File: src/rtl/addacc_pkg.sv
// Shared types and constants for the bit-serial accumulator stage.
package addacc_pkg;

  localparam int DEF_WIDTH = 8;

  typedef enum logic [0:0] {
    IDLE  = 1'b0,
    ACCUM = 1'b1
  } state_e;

  // Width of the per-word bit counter; it must hold 0..width-1.
  function automatic int cnt_width(input int width);
    return (width > 1) ? $clog2(width) : 1;
  endfunction

endpackage

File: src/rtl/addacc_serial_fa.sv
// One-bit full adder with a registered carry. `start` forces the carry-in
// to zero so the LSB of every word begins a fresh addition.
module addacc_serial_fa (
  input  logic clk,
  input  logic rst,
  input  logic en,
  input  logic start,
  input  logic a,
  input  logic b,
  output logic sum,
  output logic carry
);

  logic carry_q;
  logic carry_in;

  assign carry_in = start ? 1'b0 : carry_q;
  assign sum      = a ^ b ^ carry_in;
  assign carry    = (a & b) | (a & carry_in) | (b & carry_in);

  // Hold the carry between accepted bits; stalls leave it untouched.
  always_ff @(posedge clk) begin
    // NOTE: registers use <= so every flop samples pre-edge values,
    // independent of statement order.
    if (rst) carry_q <= 1'b0;
    else if (en) carry_q <= carry;
  end

endmodule

File: src/rtl/addacc_serial_acc.sv
// Bit-serial accumulator: adds LSB-first framed words from the DRO chain
// into a WIDTH-bit running sum, reporting it with a valid strobe, a sticky
// overflow flag and a framing-error strobe.
module addacc_serial_acc
  import addacc_pkg::*;
#(
  parameter int WIDTH = DEF_WIDTH
) (
  input  logic             clk,
  input  logic             rst,
  input  logic             bit_in,
  input  logic             bit_valid,
  input  logic             word_start,
  input  logic             clear,
  output logic [WIDTH-1:0] acc_out,
  output logic             acc_valid,
  output logic             overflow,
  output logic             busy,
  output logic             frame_err
);

  localparam int CW = cnt_width(WIDTH);
  localparam logic [CW-1:0] LAST = CW'(WIDTH - 1);

  state_e           state;
  logic [WIDTH-1:0] acc;
  logic [WIDTH-1:0] shadow;
  logic [CW-1:0]    bit_cnt;
  logic             clear_pend;

  logic             clear_eff;
  logic             accept_start;
  logic             accept_bit;
  logic             last_bit;
  logic [WIDTH-1:0] base;
  logic [WIDTH-1:0] new_acc;
  logic             fa_sum;
  logic             fa_carry;

  assign clear_eff    = clear | clear_pend;
  assign accept_start = bit_valid & word_start;
  assign accept_bit   = bit_valid & ~word_start & (state == ACCUM);
  assign last_bit     = accept_bit & (bit_cnt == LAST);
  assign busy         = (state == ACCUM);

  // Pick the word the current bit is added into: a new word starts from the
  // committed sum, an aborted one from the shadow, a cleared one from zero.
  always_comb begin
    // NOTE: default first so every path assigns base and no latch is inferred.
    base = acc;
    if (accept_start) begin
      if (clear_eff) base = '0;
      else if (state == ACCUM) base = shadow;
    end
  end

  addacc_serial_fa u_fa (
    .clk  (clk),
    .rst  (rst),
    .en   (accept_start | accept_bit),
    .start(accept_start),
    .a    (base[0]),
    .b    (bit_in),
    .sum  (fa_sum),
    .carry(fa_carry)
  );

  // Sum bits enter at the top; after WIDTH shifts the word is realigned.
  assign new_acc = {fa_sum, base[WIDTH-1:1]};

  // FSM, shift register, shadow, clear handling and output registers.
  always_ff @(posedge clk) begin
    if (rst) begin
      state      <= IDLE;
      acc        <= '0;
      shadow     <= '0;
      bit_cnt    <= '0;
      clear_pend <= 1'b0;
      acc_out    <= '0;
      acc_valid  <= 1'b0;
      overflow   <= 1'b0;
      frame_err  <= 1'b0;
    end else begin
      acc_valid <= 1'b0;
      frame_err <= 1'b0;
      if (accept_start) begin
        // Restart mid-word is a framing error; the partial word is dropped.
        frame_err  <= (state == ACCUM);
        shadow     <= base;
        acc        <= new_acc;
        bit_cnt    <= CW'(1);
        state      <= ACCUM;
        clear_pend <= 1'b0;
        if (clear_eff) begin
          acc_out  <= '0;
          overflow <= 1'b0;
        end
      end else if (state == IDLE) begin
        if (bit_valid) frame_err <= 1'b1;
        if (clear_eff) begin
          acc        <= '0;
          acc_out    <= '0;
          overflow   <= 1'b0;
          clear_pend <= 1'b0;
        end
      end else begin
        // Clear mid-word waits until the word completes or is aborted.
        if (clear) clear_pend <= 1'b1;
        if (accept_bit) begin
          acc     <= new_acc;
          bit_cnt <= bit_cnt + CW'(1);
          if (last_bit) begin
            acc_out   <= new_acc;
            acc_valid <= 1'b1;
            overflow  <= overflow | fa_carry;
            state     <= IDLE;
          end
        end
      end
    end
  end

endmodule
File: config.mk
export PLATFORM = sky130hd
export DESIGN_NAME = addacc_serial_acc
export DESIGN_NICKNAME = d
export VERILOG_FILES = /design/src/rtl/addacc_pkg.sv /design/src/rtl/addacc_serial_fa.sv /design/src/rtl/addacc_serial_acc.sv
export SDC_FILE = /design/constraint.sdc
export NUM_CORES = 1
export LEC_CHECK = 0
export BUFFER_PORTS_ARGS = -buffer_cell sky130_fd_sc_hd__clkbuf_2
export CORE_ASPECT_RATIO = 2
export CORE_UTILIZATION = 55
export CTS_CLUSTER_DIAMETER = 200
export DETAILED_ROUTE_END_ITERATION = 8
export GPL_TIMING_DRIVEN = 0
export PLACE_DENSITY = 0.82
export SYNTH_ARGS = -nofsm -noshare
export SYNTH_HDL_FRONTEND = slang
export SYNTH_SLANG_ARGS = --single-unit
export TNS_END_PERCENT = 100
File: constraint.sdc
create_clock -name clk -period 2.9 [get_ports clk]
set_clock_uncertainty 0.1 [all_clocks]
set_input_delay 0.145 -clock clk [delete_from_list [all_inputs] [get_ports clk]]
set_output_delay 0.145 -clock clk [all_outputs]
set_load 0.02 [all_outputs]
==> run_results.csv <==
group,metric,value,unit
place,placed_area,1688,µm²
timing,finalMaxSlewViolations,0,
pwr,switching_share,24.08,%
pwr,seq_power_share,46.3,%
synth,yosys.cell_types.count,41,
final_layout,seq_area,660.6,µm²
synth,yosysTopAreaCellShare,41.90,%
final_layout,multiInputGateArea,808.3,µm²
cts,htreeDepth,2,
setup_path,worst_setup_path_start_kind,"register",
synth,synth_edf_count,0,
route,initialDrtViolationCount,52,
floorplan,pin_count,18,
status,outcome,"completed",
global_route,grt_overflow_total,0,
cts,cts.sinks,33,
cts,cts_hold_buffers,0,
route,vias,1509,
cts,clkTransAtPathRegs,0.07,ns
final_layout,diodes,0,
setup_path,arrival,2.35,ns
place,port_buffers,15,
cts,cts_tree,"yes",
place,place_congestion,0.8602,
final_layout,fillers,241,
floorplan,die_height,77.72,µm
cts,cts-root-buf,"clkbuf_8",
final_layout,final_cell_mix,"dfxtp_1 (33), a21oi_1 (19), nand2_1 (16), clkbuf_2 (16), o21ai_0 (14)",
synth,yosys_warnings,0,
pwr,p_per_area,576.5,nW/µm²
synth,netlist_instances,179,
cts,clk_path_buf_depth,2,
final_layout,final_cell_area,1804,µm²
pwr,power.internal,789.7,µW
cts,insertion_delay,0.28,ns
timing,holdWs,0.1019,ns
timing,setup_viol,0,
final_layout,layout_commonest_cell,"dfxtp_1",
timing,period_share,79.20,%
route,drc,0,
pwr,power_frac_comb,10.8,%
synth,yosys_most_used_dff,"dfxtp_1",
setup_path,crit_type,"reg -> reg",
floorplan,core_area,2736,µm²
pwr,leakagePower,0.0006744,µW
timing,fin_tns_setup,0,ns
timing,max_slew.worst_pin.slew,0.5730,ns
timing,hold_viol,0,
setup_path,path_max_fanout,9,
final_layout,nNetsFinal,210,
setup_path,r2r_cells,7,
synth,synth_seq_area_share,41.90,%
global_route,antenna_found_initial,0,
worst_hold_path,hold_class,"in -> reg",
floorplan,rows,27,
place,dp_hpwl,2814,µm
pwr,vdd_drop_max,487.1,µV
final_layout,syn_to_final_growth,14.44,%
timing,fmaxAchievable,435.4,MHz
floorplan,dieArea,3097,µm²
route,drt_pre_antenna_iters,4,
run,cap_violations,0,
place,dp_cells,223,
route,wl,3980,µm
global_route,grt_pass1_vias,1422,
floorplan,initial_core_util,57.61,%
cts,cts_made_buffers,5,
route,ant_nets,0,
cts,cts_resized,0,
synth,synth_fp_nets,188,
timing,grt_setup_unrepaired,"no",
global_route,grt_util_all_layers,29.84,%
synth,ys_ff_latch,33,
final_layout,finalNonFillerCells,231,
timing,slew-limit-headroom,61.80,%
global_route,grt_max_degree,11,
global_route,grt_pass1_wl,6451,µm
synth,synth_area_leader_cell,"dfxtp_1",
pwr,power.share.clock,42.9,%
synth,synth_area,1577,µm²
route,routed_via_density,6.532,
timing,post-route-min-period,2.297,ns
synth,syn_avg_cell_area,8.807,µm²
synth,yosys-top-cells-area,"dfxtp_1 (42%), a21oi_1 (6.0%), o21ai_0 (4.4%)",
worst_hold_path,worstHoldPathCells,2,
pwr,p_sw,250.5,µW
setup_path,end_kind,"register",
synth,async_flop_share,0,%
cts,cts_setup_buffers,0,
setup_path,worst_ep_required_time,2.95,ns
route,wire_per_inst,17.23,µm
final_layout,drive_gt1_share,20.30,%
floorplan,die_w,39.86,µm
-- cell usage after synthesis (2+ instances only) --
cell,count
a221oi_2,2
nor2b_1,4
o311ai_0,6
nor2_1,7
dfxtp_1,33
nand2_1,16
a21oi_1,19
and2_1,2
ha_1,3
buf_6,2
clkbuf_1,3
buf_2,4
buf_4,2
o21ai_1,2
o21a_1,2
nand3_1,12
nor3b_1,2
a221oi_1,6
o211ai_1,8
o21ai_0,14
inv_1,8
a22oi_1,3
-- cells by family (layout without fill, tap and decap cells) --
group / count (synthesis) / in the layout / synth area share, %
adder cells (fa/ha/maj): 3 / 3 / 2.381
XOR/XNOR: 1 / 1 / 0.5557
AND/OR/NAND/NOR: 53 / 53 / 18.65
AO/OA/AOI/OAI: 68 / 68 / 29.68
flip-flops: 33 / 33 / 41.90
buffers and inverters: 21 / 44 / 6.825
-- power by group through the flow --
stage | combinational, µW | clock (µW) | sequential [µW]
floorplan | 81.8 | 0 | 488
global placement | 105 | 0 | 491
detailed placement | 109 | 0 | 491
CTS | 111 | 447 | 481
global route | 123 | 467 | 483
finish | 112 | 446 | 482
-- critical path: stages, from the launching register on --
cell and delay [ns]:
dfxtp_1 0.41, nor3_2 0.50, o21ai_0 0.14, o21ai_0 0.14
ha_1 0.33, and2_1 0.18, o311ai_1 0.26, a21oi_1 0.09
-- final timing paths --
kind / slack (ns) / endpoint / from
worst max-delay path: 0.60 / acc[7] / clear_pend
worst min-delay path: 0.10 / acc[6] / rst
worst max register to register: 0.60 / acc[7] / clear_pend
worst min register to register: 0.38 / shadow[2] / shadow[2]
-- layer usage --
| layer | up-vias | global-route usage (%) | wire length (µm) |
|---|---|---|---|
| met4 | 0 | 20.34 | 221 |
| met2 | 71 | 47.87 | 2101 |
| met5 | - | 0 | 0 |
| li1 | 703 | - | - |
| met1 | 707 | 32.60 | 1478 |
| met3 | 28 | 5.714 | 179 |
-- layout make-up --
type	count	area share, %
well taps	29	2.011
multi-input cells	125	44.80
repair buffers	15	4.161
clock inverters	1	1.664
clock buffers	7	4.785
plain buffers	13	4.300
inverters	8	1.664
flip-flops and latches	33	36.62
-- registers in the layout (all words and copies together) (netlist names) --
register	count
clear_pend	1
acc	8
shadow	8
bit_cnt	3
u_fa.carry_q	1
busy	1
frame_err	1
acc_valid	1
overflow	1
acc_out	8
-- metrics by stage --
stage,worst slack (ns),total power (µW),utilization (%)
5_1_grt,0.3955,1072,65.94
2_1_floorplan,0.8269,569.9,-
6_report,0.6033,1040,65.94
3_5_place_dp,0.6592,600.6,61.68
4_1_cts,0.6280,1039,65.94
3_3_place_gp,0.7055,596.0,61.68
Note: power is estimated with default switching activity, not from simulation.
